===== src/rtl/vga_timing_ctrl.sv =====
// VGA 640x480 timing generator with tear-free shadowing of the board state.
// Optional macro SYNC_DELAY_EN delays hsync/vsync/valid by one pixel tick.
module vga_timing_ctrl #(
    parameter int DIV    = 4,
    parameter int H_VIS  = 640,
    parameter int H_FP   = 16,
    parameter int H_SYNC = 96,
    parameter int H_BP   = 48,
    parameter int V_VIS  = 480,
    parameter int V_FP   = 10,
    parameter int V_SYNC = 2,
    parameter int V_BP   = 33
) (
    input  logic         clk,
    input  logic         rst_n,
    input  logic         stage_in,
    input  logic [80:0]  board_blank_in,
    input  logic [323:0] board_in,
    input  logic         upd_req,
    output logic         upd_ack,
    output logic         pix_tick,
    output logic [9:0]   h_cnt,
    output logic [9:0]   v_cnt,
    output logic         hsync,
    output logic         vsync,
    output logic         valid,
    output logic         frame_start,
    output logic         stage_out,
    output logic [80:0]  board_blank_out,
    output logic [323:0] board_out
);

    localparam int DW = (DIV > 1) ? $clog2(DIV) : 1;

    localparam logic [DW-1:0] DIV_LAST = DW'(DIV - 1);
    localparam logic [9:0] H_LAST = 10'(H_VIS + H_FP + H_SYNC + H_BP - 1);
    localparam logic [9:0] V_LAST = 10'(V_VIS + V_FP + V_SYNC + V_BP - 1);
    localparam logic [9:0] H_VIS_L = 10'(H_VIS);
    localparam logic [9:0] V_VIS_L = 10'(V_VIS);
    localparam logic [9:0] H_SS = 10'(H_VIS + H_FP);
    localparam logic [9:0] H_SE = 10'(H_VIS + H_FP + H_SYNC);
    localparam logic [9:0] V_SS = 10'(V_VIS + V_FP);
    localparam logic [9:0] V_SE = 10'(V_VIS + V_FP + V_SYNC);

    logic [DW-1:0]  div_q, div_d;
    logic [9:0]     h_cnt_q, h_cnt_d;
    logic [9:0]     v_cnt_q, v_cnt_d;
    logic           hs_q, hs_d;
    logic           vs_q, vs_d;
    logic           vld_q, vld_d;
    logic           fs_q, fs_d;
    logic           ack_q, ack_d;
    logic           stage_q, stage_d;
    logic [80:0]    blank_q, blank_d;
    logic [323:0]   board_q, board_d;

    logic           tick;
    logic           load;
    logic [9:0]     h_nxt;
    logic [9:0]     v_nxt;

    assign tick = (div_q == DIV_LAST);

    always_comb begin
        div_d   = tick ? '0 : div_q + DW'(1);
        h_nxt   = (h_cnt_q == H_LAST) ? 10'd0 : h_cnt_q + 10'd1;
        v_nxt   = v_cnt_q;
        if (h_cnt_q == H_LAST) begin
            v_nxt = (v_cnt_q == V_LAST) ? 10'd0 : v_cnt_q + 10'd1;
        end
        h_cnt_d = h_cnt_q;
        v_cnt_d = v_cnt_q;
        hs_d    = hs_q;
        vs_d    = vs_q;
        vld_d   = vld_q;
        // Sync/valid are decoded from the next count so they stay aligned.
        if (tick) begin
            h_cnt_d = h_nxt;
            v_cnt_d = v_nxt;
            hs_d    = !((h_nxt >= H_SS) && (h_nxt < H_SE));
            vs_d    = !((v_nxt >= V_SS) && (v_nxt < V_SE));
            vld_d   = (h_nxt < H_VIS_L) && (v_nxt < V_VIS_L);
        end
        fs_d    = tick && (h_nxt == 10'd0) && (v_nxt == 10'd0);
        load    = tick && (h_nxt == 10'd0) && (v_nxt == V_VIS_L)
                  && upd_req;
        ack_d   = load;
        stage_d = load ? stage_in       : stage_q;
        blank_d = load ? board_blank_in : blank_q;
        board_d = load ? board_in       : board_q;
    end

    always_ff @(posedge clk or negedge rst_n) begin
        if (!rst_n) begin
            div_q   <= '0;
            h_cnt_q <= '0;
            v_cnt_q <= '0;
            hs_q    <= 1'b1;
            vs_q    <= 1'b1;
            vld_q   <= 1'b0;
            fs_q    <= 1'b0;
            ack_q   <= 1'b0;
            stage_q <= 1'b0;
            blank_q <= '0;
            board_q <= '0;
        end else begin
            div_q   <= div_d;
            h_cnt_q <= h_cnt_d;
            v_cnt_q <= v_cnt_d;
            hs_q    <= hs_d;
            vs_q    <= vs_d;
            vld_q   <= vld_d;
            fs_q    <= fs_d;
            ack_q   <= ack_d;
            stage_q <= stage_d;
            blank_q <= blank_d;
            board_q <= board_d;
        end
    end

`ifdef SYNC_DELAY_EN
    logic hs_dly_q, hs_dly_d;
    logic vs_dly_q, vs_dly_d;
    logic vld_dly_q, vld_dly_d;

    // Extra pixel of latency to line up with the block-RAM read downstream.
    always_comb begin
        hs_dly_d  = tick ? hs_q  : hs_dly_q;
        vs_dly_d  = tick ? vs_q  : vs_dly_q;
        vld_dly_d = tick ? vld_q : vld_dly_q;
    end

    always_ff @(posedge clk or negedge rst_n) begin
        if (!rst_n) begin
            hs_dly_q  <= 1'b1;
            vs_dly_q  <= 1'b1;
            vld_dly_q <= 1'b0;
        end else begin
            hs_dly_q  <= hs_dly_d;
            vs_dly_q  <= vs_dly_d;
            vld_dly_q <= vld_dly_d;
        end
    end

    assign hsync = hs_dly_q;
    assign vsync = vs_dly_q;
    assign valid = vld_dly_q;
`else
    assign hsync = hs_q;
    assign vsync = vs_q;
    assign valid = vld_q;
`endif

    assign pix_tick        = tick;
    assign h_cnt           = h_cnt_q;
    assign v_cnt           = v_cnt_q;
    assign frame_start     = fs_q;
    assign upd_ack         = ack_q;
    assign stage_out       = stage_q;
    assign board_blank_out = blank_q;
    assign board_out       = board_q;

endmodule


===== config.mk =====
export PLATFORM = sky130hd
export DESIGN_NAME = vga_timing_ctrl
export DESIGN_NICKNAME = d
export VERILOG_FILES = /design/src/rtl/vga_timing_ctrl.sv
export SDC_FILE = /design/constraint.sdc
export NUM_CORES = 1
export LEC_CHECK = 0
export ABC_AREA = 1
export BUFFER_PORTS_ARGS = -buffer_cell sky130_fd_sc_hd__buf_4
export CORE_AREA = 5 5 328 330
export CTS_BUF_LIST = sky130_fd_sc_hd__clkbuf_8
export DETAILED_ROUTE_END_ITERATION = 8
export DIE_AREA = 0 0 333 335
export GPL_TIMING_DRIVEN = 0
export SLEW_MARGIN = 25
export SYNTH_ARGS = -nofsm -noshare
export SYNTH_HDL_FRONTEND = slang
export SYNTH_SLANG_ARGS = --single-unit

===== constraint.sdc =====
create_clock -name clk -period 2.6 [get_ports clk]
set_input_delay 0.13 -clock clk [delete_from_list [all_inputs] [get_ports clk]]
set_output_delay 0.13 -clock clk [all_outputs]
set_load 0.03 [all_outputs]

==> results_dict.tcl <==
set metrics [dict create \
    clk_pin_slew_ns 0.06 \
    synth.avg_cell_area_um2 7.22 \
    area_growth_pct 72.5 \
    drcViolationCount 0 \
    worstSetupPathType "reg -> reg" \
    fp.dieW_um 333 \
    critical_path_buf_inv_count 5 \
    track_usage_pct 16.5 \
    fmax_mhz 384 \
    grt_pass1_wl_mm 142 \
    port-buffer-count 840 \
    slew_viol_final 0 \
    seq_area_frac_synth_pct 46.2 \
    ys.flop_type "dfrtp_1" \
    p_leak_nw 22.6 \
    grt_pass1_vias 23679 \
    clockRootBuffer "clkbuf_8" \
    drt_iter0_markers 1257 \
    worstPathCellList "ha_4, nand4_1, buf_4, o21ai_0, nand2_1, nand2_1, nor2_2, nand3_2, nor2_4, buf_6, nand2_8, buf_12, clkbuf_16, nand2_1, nand2_1, inv_1" \
    vias 23986 \
    crit_top_cell "nand2_1" \
    status "finished with violations" \
    final_cell_area_um2 40500 \
    power_mw 15.7 \
    internal-power_mw 11.9 \
    via_per_inst 3.91 \
    cts_tree "yes" \
    die_y_um 335 \
    ant_nets 0 \
    wire_per_inst_um 16.3 \
    die_area_um2 112000 \
    clk_latency_ns 0.73 \
    worst_slack_ns -0.00222 \
    async_flop_share_pct 100 \
    htree_levels 3 \
    clock-sinks 433 \
    start_kind "flop" \
    layout.nets 5082 \
    yosysMostFrequentCell "inv_1" \
    dp.cells 5487 \
    min_path_type "in -> reg" \
    end_kind "flop" \
    power_frac_comb_pct 8.8 \
    finalCriticalPeriod_ns 2.60 \
    crit_arrival_ns 3.24 \
    relSlewSlack_pct 57.9 \
    synth_edf_count 0 \
    synth.top_cell.area_share_pct 45.9 \
    period_share_pct 100 \
    post-synth-top-area-cell "dfrtp_1" \
    clock_skew_ns 0.0454 \
    synth_common_cells "inv_1 (1255), nand2_1 (892), dfrtp_1 (431)" \
    synthTopCellsByArea "dfrtp_1 (46%), inv_1 (20%), nand2_1 (14%)" \
    nFillCells 10460 \
    worstPathMaxFanout 8 \
    ys_types 30 \
    worst_path_largest_cell_delay_ns 0.41 \
    pwr_density_cell_nw_per_um2 388 \
    rsz0062_at_grt "true" \
    use_met3_pct 4.25 \
    finalHoldViolations 0 \
    crit_required_ns 3.24 \
    p_sw_mw 3.85 \
    io_pins 841 \
    pre_cts_slack_ns -0.747 \
    synth_fp_nets 3665 \
    top_usage_layer "met2" \
    grt-ovfl-total 0 \
    placed_area_um2 31700 \
    post-dp-hpwl_mm 70.7 \
    worstMarginPinSlew_ns 0.631 \
    row_count 119 \
    swShare_pct 24.5 \
    use_met2_pct 28.3 \
    violations "negative setup slack" \
    drv_cap 0 \
    wirelength_mm 99.8 \
    ys_warn_count 0 \
    gp_congestion 0.911 \
    grt_max_degree 79 \
    syn_inst 3251 \
    syn_area_um2 23500 \
    setup_viol 1 \
    antenna_found_initial 4 \
    start_util_pct 22.5 \
    drt_first_pass_iters 5 \
    coreArea_um2 105000 \
    met1_usage_pct 19.4 \
    crit_family "simple AND/OR/NAND/NOR gates" \
    instances_no_fill 6133 \
    seqPwrFrac_pct 42.9 \
    cts_buffers 87 \
    max-vdd-ir-drop_mv 0.354 \
    power_frac_clock_pct 48.3 \
    ys_ff_latch 433 \
    crit_slowest_cell "dfrtp_1" \
    drive_above_1_share_pct 29.9 \
    clock_path_buffers 3 \
]
[repair_timing]
item / 4_1_cts / 5_1_grt
pin swaps: 25 / 62
hold endpoints to repair: 633 / 0
hold buffers: 409 / 0
setup buffers: 29 / 18
endpoints found under the setup margin: 406 / 406
gates cloned: 8 / 26
resized for setup: 187 / 251
[power groups by stage]
stage	clock network [mW]	registers, mW	logic (mW)
after floorplan	0	6.86	0.122
after global placement	0	6.86	0.794
after detailed placement	0	6.86	0.823
after CTS	7.85	6.74	1.36
after global routing	8.19	6.74	1.48
final	7.59	6.74	1.37
[cells in the final DEF (no fill, tap or decap), types with 3 or more instances in the layout]
cell type and count:
buf_2 3, clkbuf_16 26, buf_8 31, nand3_2 90, nand2_1 815, diode_2 6
buf_12 81, bufinv_16 5, dfrtp_1 426, nor2_1 25, clkinvlp_4 3, nand4_1 7
buf_6 26, nand3_1 321, dfrtp_2 5, nand2_4 12, dlygate4sd3_1 409, buf_16 18
nor2_2 9, clkinv_2 4, ha_4 3, nor3_1 4, clkbuf_8 108, o21a_1 3
buf_4 867, o21ai_0 21, nor2_4 8, clkbuf_1 3, nand3_4 22, inv_1 1271
inv_2 17, nand2_2 68
[routing by layer]
layer,up-vias,wire [µm]
met5,-,0
li1,11858,-
met1,11040,39800
met3,228,6870
met2,860,48600
met4,0,4530
[per-stage QoR]
stage	setup TNS, ns	util, %	hold WS (ns)
after CTS	-14.83	37.2	0.116
after floorplan	0	-	-0.166
after global placement	-1779.62	30.2	0.411
after global routing	-36.61	38.8	0.179
final	-0.00222	38.8	0.232
after detailed placement	-201.88	30.3	0.174
[sequential cells by signal, indices dropped and copies added (netlist names), 2 cells and up]
signal	count
board_blank_out	81
board_out	324
div_q	2
h_cnt	10
v_cnt	10
[path summary, 6_finish.rpt]
kind	startpoint	to	slack (ns)	cells past startpoint
worst max-delay path	h_cnt[0]	board_out[166]	-0.002	16
worst min-delay path	board_in[196]	board_out[196]	0.23	6
worst max register to register	h_cnt[0]	board_out[166]	-0.002	16
worst min register to register	div_q[0]	div_q[0]	0.43	1
max in group asynchronous	rst_n	board_out[230]	0.35	6
min in group asynchronous	rst_n	board_blank_out[69]	0.54	3
[worst min-delay path, delay by kind of cell]
kind	cells	cell delay [ns]
AND/OR/NAND/NOR	2	0.12
buffers and inverters	4	0.69
[layout make-up]
class | count | area [µm²] | share of cell area [%]
Sequential cell | 433 | 10800 | 26.8
Timing Repair Buffer | 1333 | 11900 | 29.5
Multi-Input combinational cell | 1423 | 7160 | 17.7
Clock inverter | 49 | 377 | 0.930
Antenna cell | 6 | 15.0 | 0.0371
Clock buffer | 108 | 1490 | 3.67
Buffer | 133 | 2220 | 5.48
Inverter | 1257 | 4720 | 11.7
Tap cell | 1391 | 1740 | 4.30
[cells by family (layout without fill, tap and decap cells)]
family | Yosys count | in the layout | synth area share (%)
other cells | 0 | 6 | 0
simple gates | 1382 | 1384 | 26.1
compound gates | 32 | 32 | 0.805
fa+ha+maj | 5 | 5 | 0.266
xor+xnor | 2 | 2 | 0.0746
buf+inv | 1397 | 2880 | 26.6
flops | 433 | 433 | 46.2
(Power assumes the default switching activity.)
